$ cat config.mk
export PLATFORM = sky130hd
export DESIGN_NAME = bus_sequencer_flat
export DESIGN_NICKNAME = d
export VERILOG_FILES = /design/src/rtl/bus_sequencer_if.sv /design/src/rtl/bus_sequencer.sv /design/src/flat_wrapper.sv
export SDC_FILE = /design/constraint.sdc
export NUM_CORES = 1
export LEC_CHECK = 0
export BUFFER_PORTS_ARGS = -buffer_cell sky130_fd_sc_hd__buf_4
export CAP_MARGIN = 20
export CORE_AREA = 2 2 104 106
export CTS_CLUSTER_SIZE = 12
export DETAILED_ROUTE_END_ITERATION = 16
export DIE_AREA = 0 0 106 108
export GPL_ROUTABILITY_DRIVEN = 0
export GPL_TIMING_DRIVEN = 0
export SYNTH_ARGS = -nofsm -noshare
export SYNTH_HDL_FRONTEND = slang
export SYNTH_SLANG_ARGS = --single-unit
$ cat constraint.sdc
create_clock -name clk -period 4.4 [get_ports clk]
set_input_delay 0.22 -clock clk [delete_from_list [all_inputs] [get_ports clk]]
set_output_delay 0.22 -clock clk [all_outputs]
set_load 0.02 [all_outputs]
$ cat src/rtl/bus_sequencer_if.sv
// -----------------------------------------------------------------------------
// bus_sequencer_if
// External asynchronous-style bus between the CPU bus sequencer (master) and a
// slave device. The slave reply is assumed to be synchronous to the master's
// clock.
//
//   bus_ad    master -> slave  address / write data
//   bus_din   slave  -> master read data
//   bus_sync  master -> slave  address strobe
//   bus_rd    master -> slave  read data strobe
//   bus_wr    master -> slave  write data strobe
//   bus_wtbt  master -> slave  write / byte-cycle indicator
//   bus_rply  slave  -> master reply
// -----------------------------------------------------------------------------
interface bus_sequencer_if;
    logic [15:0] bus_ad;
    logic [15:0] bus_din;
    logic        bus_sync;
    logic        bus_rd;
    logic        bus_wr;
    logic        bus_wtbt;
    logic        bus_rply;

    modport master (
        output bus_ad,
        output bus_sync,
        output bus_rd,
        output bus_wr,
        output bus_wtbt,
        input  bus_din,
        input  bus_rply
    );

    modport slave (
        input  bus_ad,
        input  bus_sync,
        input  bus_rd,
        input  bus_wr,
        input  bus_wtbt,
        output bus_din,
        output bus_rply
    );
endinterface

$ cat src/rtl/bus_sequencer.sv
// -----------------------------------------------------------------------------
// bus_sequencer
// Runs one external bus cycle per CPU request: address phase (ADDR), data
// phase waiting for the slave reply (DATA), strobe release waiting for the
// reply to drop (RELEASE), and a one-cycle error state (ERR) for timeouts and
// odd word addresses. Everything advances only on ce=1.
//
// Ports
//   clk, reset  clock, asynchronous active-high reset
//   ce          clock enable
//   rd_req      read request  (sampled in IDLE)
//   wr_req      write request (sampled in IDLE, wins over rd_req)
//   byte_op     1 = byte access, 0 = word access
//   addr        CPU address
//   wdata       CPU write data
//   rdata       registered read data
//   done        one-ce-cycle pulse on successful completion
//   bus_err     one-ce-cycle pulse on timeout or odd word address
//   busy        high while not IDLE
//   bus         external bus, master side
// -----------------------------------------------------------------------------
module bus_sequencer #(
    parameter int TIMEOUT = 63
) (
    input  logic        clk,
    input  logic        reset,
    input  logic        ce,
    input  logic        rd_req,
    input  logic        wr_req,
    input  logic        byte_op,
    input  logic [15:0] addr,
    input  logic [15:0] wdata,
    output logic [15:0] rdata,
    output logic        done,
    output logic        bus_err,
    output logic        busy,
    bus_sequencer_if.master bus
);

    // Wide enough to hold TIMEOUT itself, so the counter never wraps.
    localparam int CNT_W = (TIMEOUT < 1) ? 1 : $clog2(TIMEOUT + 1);
    localparam logic [CNT_W-1:0] TIMEOUT_C = CNT_W'(TIMEOUT);

    typedef enum logic [2:0] {
        IDLE    = 3'd0,
        ADDR    = 3'd1,
        DATA    = 3'd2,
        RELEASE = 3'd3,
        ERR     = 3'd4
    } state_t;

    state_t           state_q, state_d;
    logic [CNT_W-1:0] cnt_q, cnt_d;
    logic [15:0]      wdata_q, wdata_d;
    logic             byte_q, byte_d;
    logic             write_q, write_d;
    logic [15:0]      rdata_q, rdata_d;
    logic             done_q, done_d;
    logic             err_q, err_d;
    logic [15:0]      ad_q, ad_d;
    logic             sync_q, sync_d;
    logic             rd_q, rd_d;
    logic             wr_q, wr_d;
    logic             wtbt_q, wtbt_d;

    logic [CNT_W-1:0] cnt_inc;
    logic [15:0]      write_word;

    assign cnt_inc    = cnt_q + CNT_W'(1);
    // Byte writes replicate the low byte on both lanes.
    assign write_word = byte_q ? {wdata_q[7:0], wdata_q[7:0]} : wdata_q;

    // Outputs are computed for the state being entered, so every bus output
    // is a flop that reflects the current state.
    always_comb begin
        state_d = state_q;
        cnt_d   = cnt_q;
        wdata_d = wdata_q;
        byte_d  = byte_q;
        write_d = write_q;
        rdata_d = rdata_q;
        done_d  = 1'b0;
        err_d   = 1'b0;
        ad_d    = ad_q;
        sync_d  = sync_q;
        rd_d    = rd_q;
        wr_d    = wr_q;
        wtbt_d  = wtbt_q;

        case (state_q)
            IDLE: begin
                ad_d   = 16'h0000;
                sync_d = 1'b0;
                rd_d   = 1'b0;
                wr_d   = 1'b0;
                wtbt_d = 1'b0;
                // A request still held during the done pulse belongs to the
                // transaction that just finished; take new ones a cycle later.
                if ((rd_req || wr_req) && !done_q) begin
                    wdata_d = wdata;
                    byte_d  = byte_op;
                    write_d = wr_req;
                    if (!byte_op && addr[0]) begin
                        state_d = ERR;
                        err_d   = 1'b1;
                    end else begin
                        state_d = ADDR;
                        cnt_d   = '0;
                        // The bus_ad register doubles as the address latch.
                        ad_d    = addr;
                        sync_d  = 1'b1;
                        wtbt_d  = wr_req | byte_op;
                    end
                end
            end

            ADDR: begin
                state_d = DATA;
                ad_d    = write_q ? write_word : 16'h0000;
                sync_d  = 1'b1;
                rd_d    = ~write_q;
                wr_d    = write_q;
                wtbt_d  = byte_q;
            end

            DATA: begin
                // A reply wins even when the counter would reach TIMEOUT now.
                if (bus.bus_rply) begin
                    if (!write_q) begin
                        rdata_d = bus.bus_din;
                    end
                    state_d = RELEASE;
                    rd_d    = 1'b0;
                    wr_d    = 1'b0;
                end else if (cnt_inc == TIMEOUT_C) begin
                    cnt_d   = cnt_inc;
                    state_d = ERR;
                    err_d   = 1'b1;
                    ad_d    = 16'h0000;
                    sync_d  = 1'b0;
                    rd_d    = 1'b0;
                    wr_d    = 1'b0;
                    wtbt_d  = 1'b0;
                end else begin
                    cnt_d = cnt_inc;
                end
            end

            RELEASE: begin
                if (!bus.bus_rply) begin
                    state_d = IDLE;
                    done_d  = 1'b1;
                    ad_d    = 16'h0000;
                    sync_d  = 1'b0;
                    wtbt_d  = 1'b0;
                end
            end

            ERR: begin
                state_d = IDLE;
                ad_d    = 16'h0000;
                sync_d  = 1'b0;
                rd_d    = 1'b0;
                wr_d    = 1'b0;
                wtbt_d  = 1'b0;
            end

            default: begin
                state_d = IDLE;
                ad_d    = 16'h0000;
                sync_d  = 1'b0;
                rd_d    = 1'b0;
                wr_d    = 1'b0;
                wtbt_d  = 1'b0;
            end
        endcase
    end

    always_ff @(posedge clk or posedge reset) begin
        if (reset) begin
            state_q <= IDLE;
            cnt_q   <= '0;
            wdata_q <= 16'h0000;
            byte_q  <= 1'b0;
            write_q <= 1'b0;
            rdata_q <= 16'h0000;
            done_q  <= 1'b0;
            err_q   <= 1'b0;
            ad_q    <= 16'h0000;
            sync_q  <= 1'b0;
            rd_q    <= 1'b0;
            wr_q    <= 1'b0;
            wtbt_q  <= 1'b0;
        end else if (ce) begin
            state_q <= state_d;
            cnt_q   <= cnt_d;
            wdata_q <= wdata_d;
            byte_q  <= byte_d;
            write_q <= write_d;
            rdata_q <= rdata_d;
            done_q  <= done_d;
            err_q   <= err_d;
            ad_q    <= ad_d;
            sync_q  <= sync_d;
            rd_q    <= rd_d;
            wr_q    <= wr_d;
            wtbt_q  <= wtbt_d;
        end
    end

    assign rdata        = rdata_q;
    assign done         = done_q;
    assign bus_err      = err_q;
    assign busy         = (state_q != IDLE);
    assign bus.bus_ad   = ad_q;
    assign bus.bus_sync = sync_q;
    assign bus.bus_rd   = rd_q;
    assign bus.bus_wr   = wr_q;
    assign bus.bus_wtbt = wtbt_q;

endmodule

$ cat src/flat_wrapper.sv
// flat-port wrapper written by rule: the top's interface ports become plain ports
module bus_sequencer_flat 
#(
    parameter int TIMEOUT = 63
)
  (clk, reset, ce, rd_req, wr_req, byte_op, addr, wdata, rdata, done, bus_err, busy, bus_bus_ad, bus_bus_sync, bus_bus_rd, bus_bus_wr, bus_bus_wtbt, bus_bus_din, bus_bus_rply);
  bus_sequencer_if bus_i ();
  input  logic clk;
  input  logic reset;
  input  logic ce;
  input  logic rd_req;
  input  logic wr_req;
  input  logic byte_op;
  input  logic [15:0] addr;
  input  logic [15:0] wdata;
  output logic [15:0] rdata;
  output logic done;
  output logic bus_err;
  output logic busy;
  output wire logic [$bits(bus_i.bus_ad)-1:0] bus_bus_ad;
  output wire logic [$bits(bus_i.bus_sync)-1:0] bus_bus_sync;
  output wire logic [$bits(bus_i.bus_rd)-1:0] bus_bus_rd;
  output wire logic [$bits(bus_i.bus_wr)-1:0] bus_bus_wr;
  output wire logic [$bits(bus_i.bus_wtbt)-1:0] bus_bus_wtbt;
  input wire logic [$bits(bus_i.bus_din)-1:0] bus_bus_din;
  input wire logic [$bits(bus_i.bus_rply)-1:0] bus_bus_rply;
  assign bus_bus_ad = bus_i.bus_ad;
  assign bus_bus_sync = bus_i.bus_sync;
  assign bus_bus_rd = bus_i.bus_rd;
  assign bus_bus_wr = bus_i.bus_wr;
  assign bus_bus_wtbt = bus_i.bus_wtbt;
  assign bus_i.bus_din = bus_bus_din;
  assign bus_i.bus_rply = bus_bus_rply;
  bus_sequencer #(.TIMEOUT(TIMEOUT)) u_core (.clk(clk), .reset(reset), .ce(ce), .rd_req(rd_req), .wr_req(wr_req), .byte_op(byte_op), .addr(addr), .wdata(wdata), .rdata(rdata), .done(done), .bus_err(bus_err), .busy(busy), .bus(bus_i));
endmodule
==> results.md <==
- Sw frac: 0.351
- First-pass GRT wire length: 11.5 mm
- Chip width: about 110 um
- Worst slew pin tran: approximately 0.8 ns
- Warning count from the yosys run: 0
- GR Util met3: 0.0524
- Critical path type: reg -> reg
- Max Fclk: about 410 MHz
- Status: finished, final reports clean
- Endpoints failing setup: 0
- Remaining antenna violation count: 0
- Gr busiest metal: met2
- Starting DRC count in detailed routing: approximately 120
- CTS tree: yes
- Most common cell after layout, fill and taps aside: buf_4
- Element type at the critical path end: register
- Worst Path Arrival: roughly 2.6 ns
- Layout Cells excl Fill: about 480
- Most frequent cells in the layout: buf_4 (92), dfrtp_1 (65), mux2_2 (43)
- Vias: roughly 2200
- Max-slew headroom: 0.463
- Switching power: around 990 uW
- Post-Route Skew: 0.00562 ns
- Final slew viol count: 0
- Period Utilization, post-route: 0.549
- Setup_tns: 0 ns
- Static Leakage: about 2.0 nW
- GRT Total Usage: 0.130
- Post-Syn Nets: a little under 300
- Area growth, synth to finish: 36.2%
- Met1 track demand over resource: 0.165
- CTS Buf Count: 9
- Clock Tree Buf Depth: 2
- Synth Register Bits: between 60 and 70
- Clk_lat worst skew: roughly 0.34 ns
- Die Ht: around 110 um
- Num rows: 37
- Clock sink total: 65
- Post-CTS Resized: 0
- Clk pwr share: 0.204
- Initial antenna violation count: 0
- Hold WC Path Type: in -> async
- I/O Buffers: 92
- Share of power burned in combinational logic: 0.432
- Req. time, crit path: 4.62 ns
- Reg clk slew, reported paths: about 0.070 ns
- Cts hold-fix bufs: 0
- Initial core utilization: 0.295
- Total gr overflow: 0
- Post-Route WL: between 7 and 8 mm
- Seq pwr share: 0.364
- Min Clock Period, post-route: 2.42 ns
- Final number of hold-violating endpoints: 0
- Post-CTS Setup Inserts: 0
- H-tree Lvls: 3
- Die ar.: between 10000 and 15000 um^2
- Post-DP HPWL: 5.19 mm
- Post-synth cell types: 40
- DR vias/cell: between 4 and 5
- Met2 Use GR: 0.207
- Int Power: about 1.8 mW
- Vias in the first global route: ~2200
- Pin count of the biggest net entering global routing: 66
- Max VDD drop: 313 uV
- Layout cells sized above 1: 0.488
- Ant. Diodes: 0
- Startpoint class of the critical path: register
- MaxCap Viol Count: 0
- Placed cell count: 467
- Mapped Cells: 239
- Number of remaining DRC errors: 0
- I/O pin total: 94
- Worst Path Max Fanout: 10
- Synth Area per Inst: around 13 um^2
- Nets: about 400
- Post-synthesis sequential area ratio: 0.539
- Unrepaired setup endpoints after global routing: false
- CTS root buffer: clkbuf_8
- WL per Instance: approximately 15 um
- PwrDens: slightly below 700 nW/um^2
- Mapped Area: between 3000 and 4000 um^2
- Core area: ~10000 um^2
- First drt pass iteration count: 4
synthesized netlist by cell type:
master	n	share of area
nor2_1	9	0.011
buf_2	4	0.0066
and2_1	3	0.0062
o41ai_1	1	0.0029
a21oi_1	3	0.0050
nand3b_1	1	0.0025
o31ai_1	2	0.0050
mux2_2	43	0.16
inv_1	5	0.0062
buf_6	1	0.0037
o21bai_1	1	0.0025
nor2b_1	1	0.0021
or4_1	1	0.0025
a31oi_1	1	0.0021
nand2_1	19	0.024
buf_1	1	0.0012
nand3_1	6	0.0099
a21o_1	1	0.0025
a32o_1	1	0.0033
o2bb2ai_1	1	0.0029
o21ai_0	15	0.025
or3b_1	1	0.0029
a22o_1	9	0.026
dfrtp_1	65	0.54
mux2i_1	9	0.030
buf_12	1	0.0066
o22ai_1	1	0.0021
or3_1	1	0.0021
nor3_2	2	0.0066
mux2_1	2	0.0075
xor2_1	2	0.0058
o21ai_1	1	0.0017
clkbuf_1	3	0.0037
mux2_4	9	0.045
nand4_1	3	0.0062
nor3_1	3	0.0050
or3_4	1	0.0037
nand2b_1	3	0.0062
ha_1	2	0.0083
a21oi_4	1	0.0054
sequential cells by signal (all words and copies together) (netlist names):
signal	flops
u_core.wdata_q	16
u_core.state_q	3
u_core.bus.bus_rd	1
u_core.bus.bus_wr	1
u_core.bus_err	1
u_core.write_q	1
u_core.bus.bus_ad	16
u_core.done	1
u_core.rdata	16
u_core.byte_q	1
u_core.bus.bus_sync	1
u_core.bus.bus_wtbt	1
u_core.cnt_q	6
worst max-delay path, cell delays in order (launching register included):
cell and delay (ns):
dfrtp_1 0.43, ha_1 0.27, xor2_1 0.14, nand4_1 0.13, or3_4 0.40, a21oi_4 0.41
buf_12 0.21, mux2_4 0.30
per-layer routing:
metal / up-vias / wire length (um)
met2: 83 / 3360
met3: 9 / 565
met5: - / 0
li1: 1067 / -
met4: 0 / 54
met1: 1065 / 3100
area by class of cell:
type / count / area (um^2)
multi-input combinational: 159 / 1310
fill: 1000 / 6120
tap: 136 / 170
buffer: 10 / 66.3
clock buffer: 13 / 169
clock inverter: 2 / 60.1
timing repair buffer: 92 / 691
sequential: 65 / 1630
inverter: 5 / 21.3
final timing paths:
kind                       depth (start not counted)                    to                from  slack (ns)
min                                                2      u_core.rdata[10]               reset        0.04
max in group asynchronous                          2  u_core.bus.bus_ad[1]               reset        3.83
max                                                7  u_core.bus.bus_ad[0]     u_core.cnt_q[0]        1.98
min in group clk                                   2       u_core.rdata[4]      bus_bus_din[4]        0.11
max reg2reg                                        7  u_core.bus.bus_ad[0]     u_core.cnt_q[0]        1.98
min reg2reg                                        1    u_core.wdata_q[10]  u_core.wdata_q[10]        0.51
cells by family (layout without fill, tap and decap cells):
family / Yosys count / after routing / share of synthesized area
adder cells (fa/ha/maj): 2 / 2 / 0.00828
AND/OR/NAND/NOR: 54 / 54 / 0.0907
flip-flops: 65 / 65 / 0.539
multiplexers: 63 / 63 / 0.242
XOR/XNOR: 2 / 2 / 0.00580
buffers and inverters: 15 / 122 / 0.0282
AO/OA/AOI/OAI: 38 / 38 / 0.0862
metrics by stage:
stage	setup slack (ns)	utilization	total power, mW	instance area, um^2	hold slack, ns
finish	1.98	0.402	2.83	4110	0.0368
global route	1.83	0.402	3.02	4110	0.0898
CTS	1.96	0.402	2.88	4110	0.0771
detailed placement	1.99	0.380	2.28	3880	0.447
global placement	1.63	0.379	2.26	3880	0.455
floorplan	2.24	-	1.81	3020	0.370
power groups by stage:
stage / clock network [mW] / registers, mW / logic (mW)
detailed placement: 0 / 1.04 / 1.24
global placement: 0 / 1.03 / 1.23
floorplan: 0 / 1.19 / 0.615
finish: 0.578 / 1.03 / 1.22
CTS: 0.598 / 1.03 / 1.25
global route: 0.622 / 1.07 / 1.33
No activity file was read; power rests on OpenSTA's default activity.
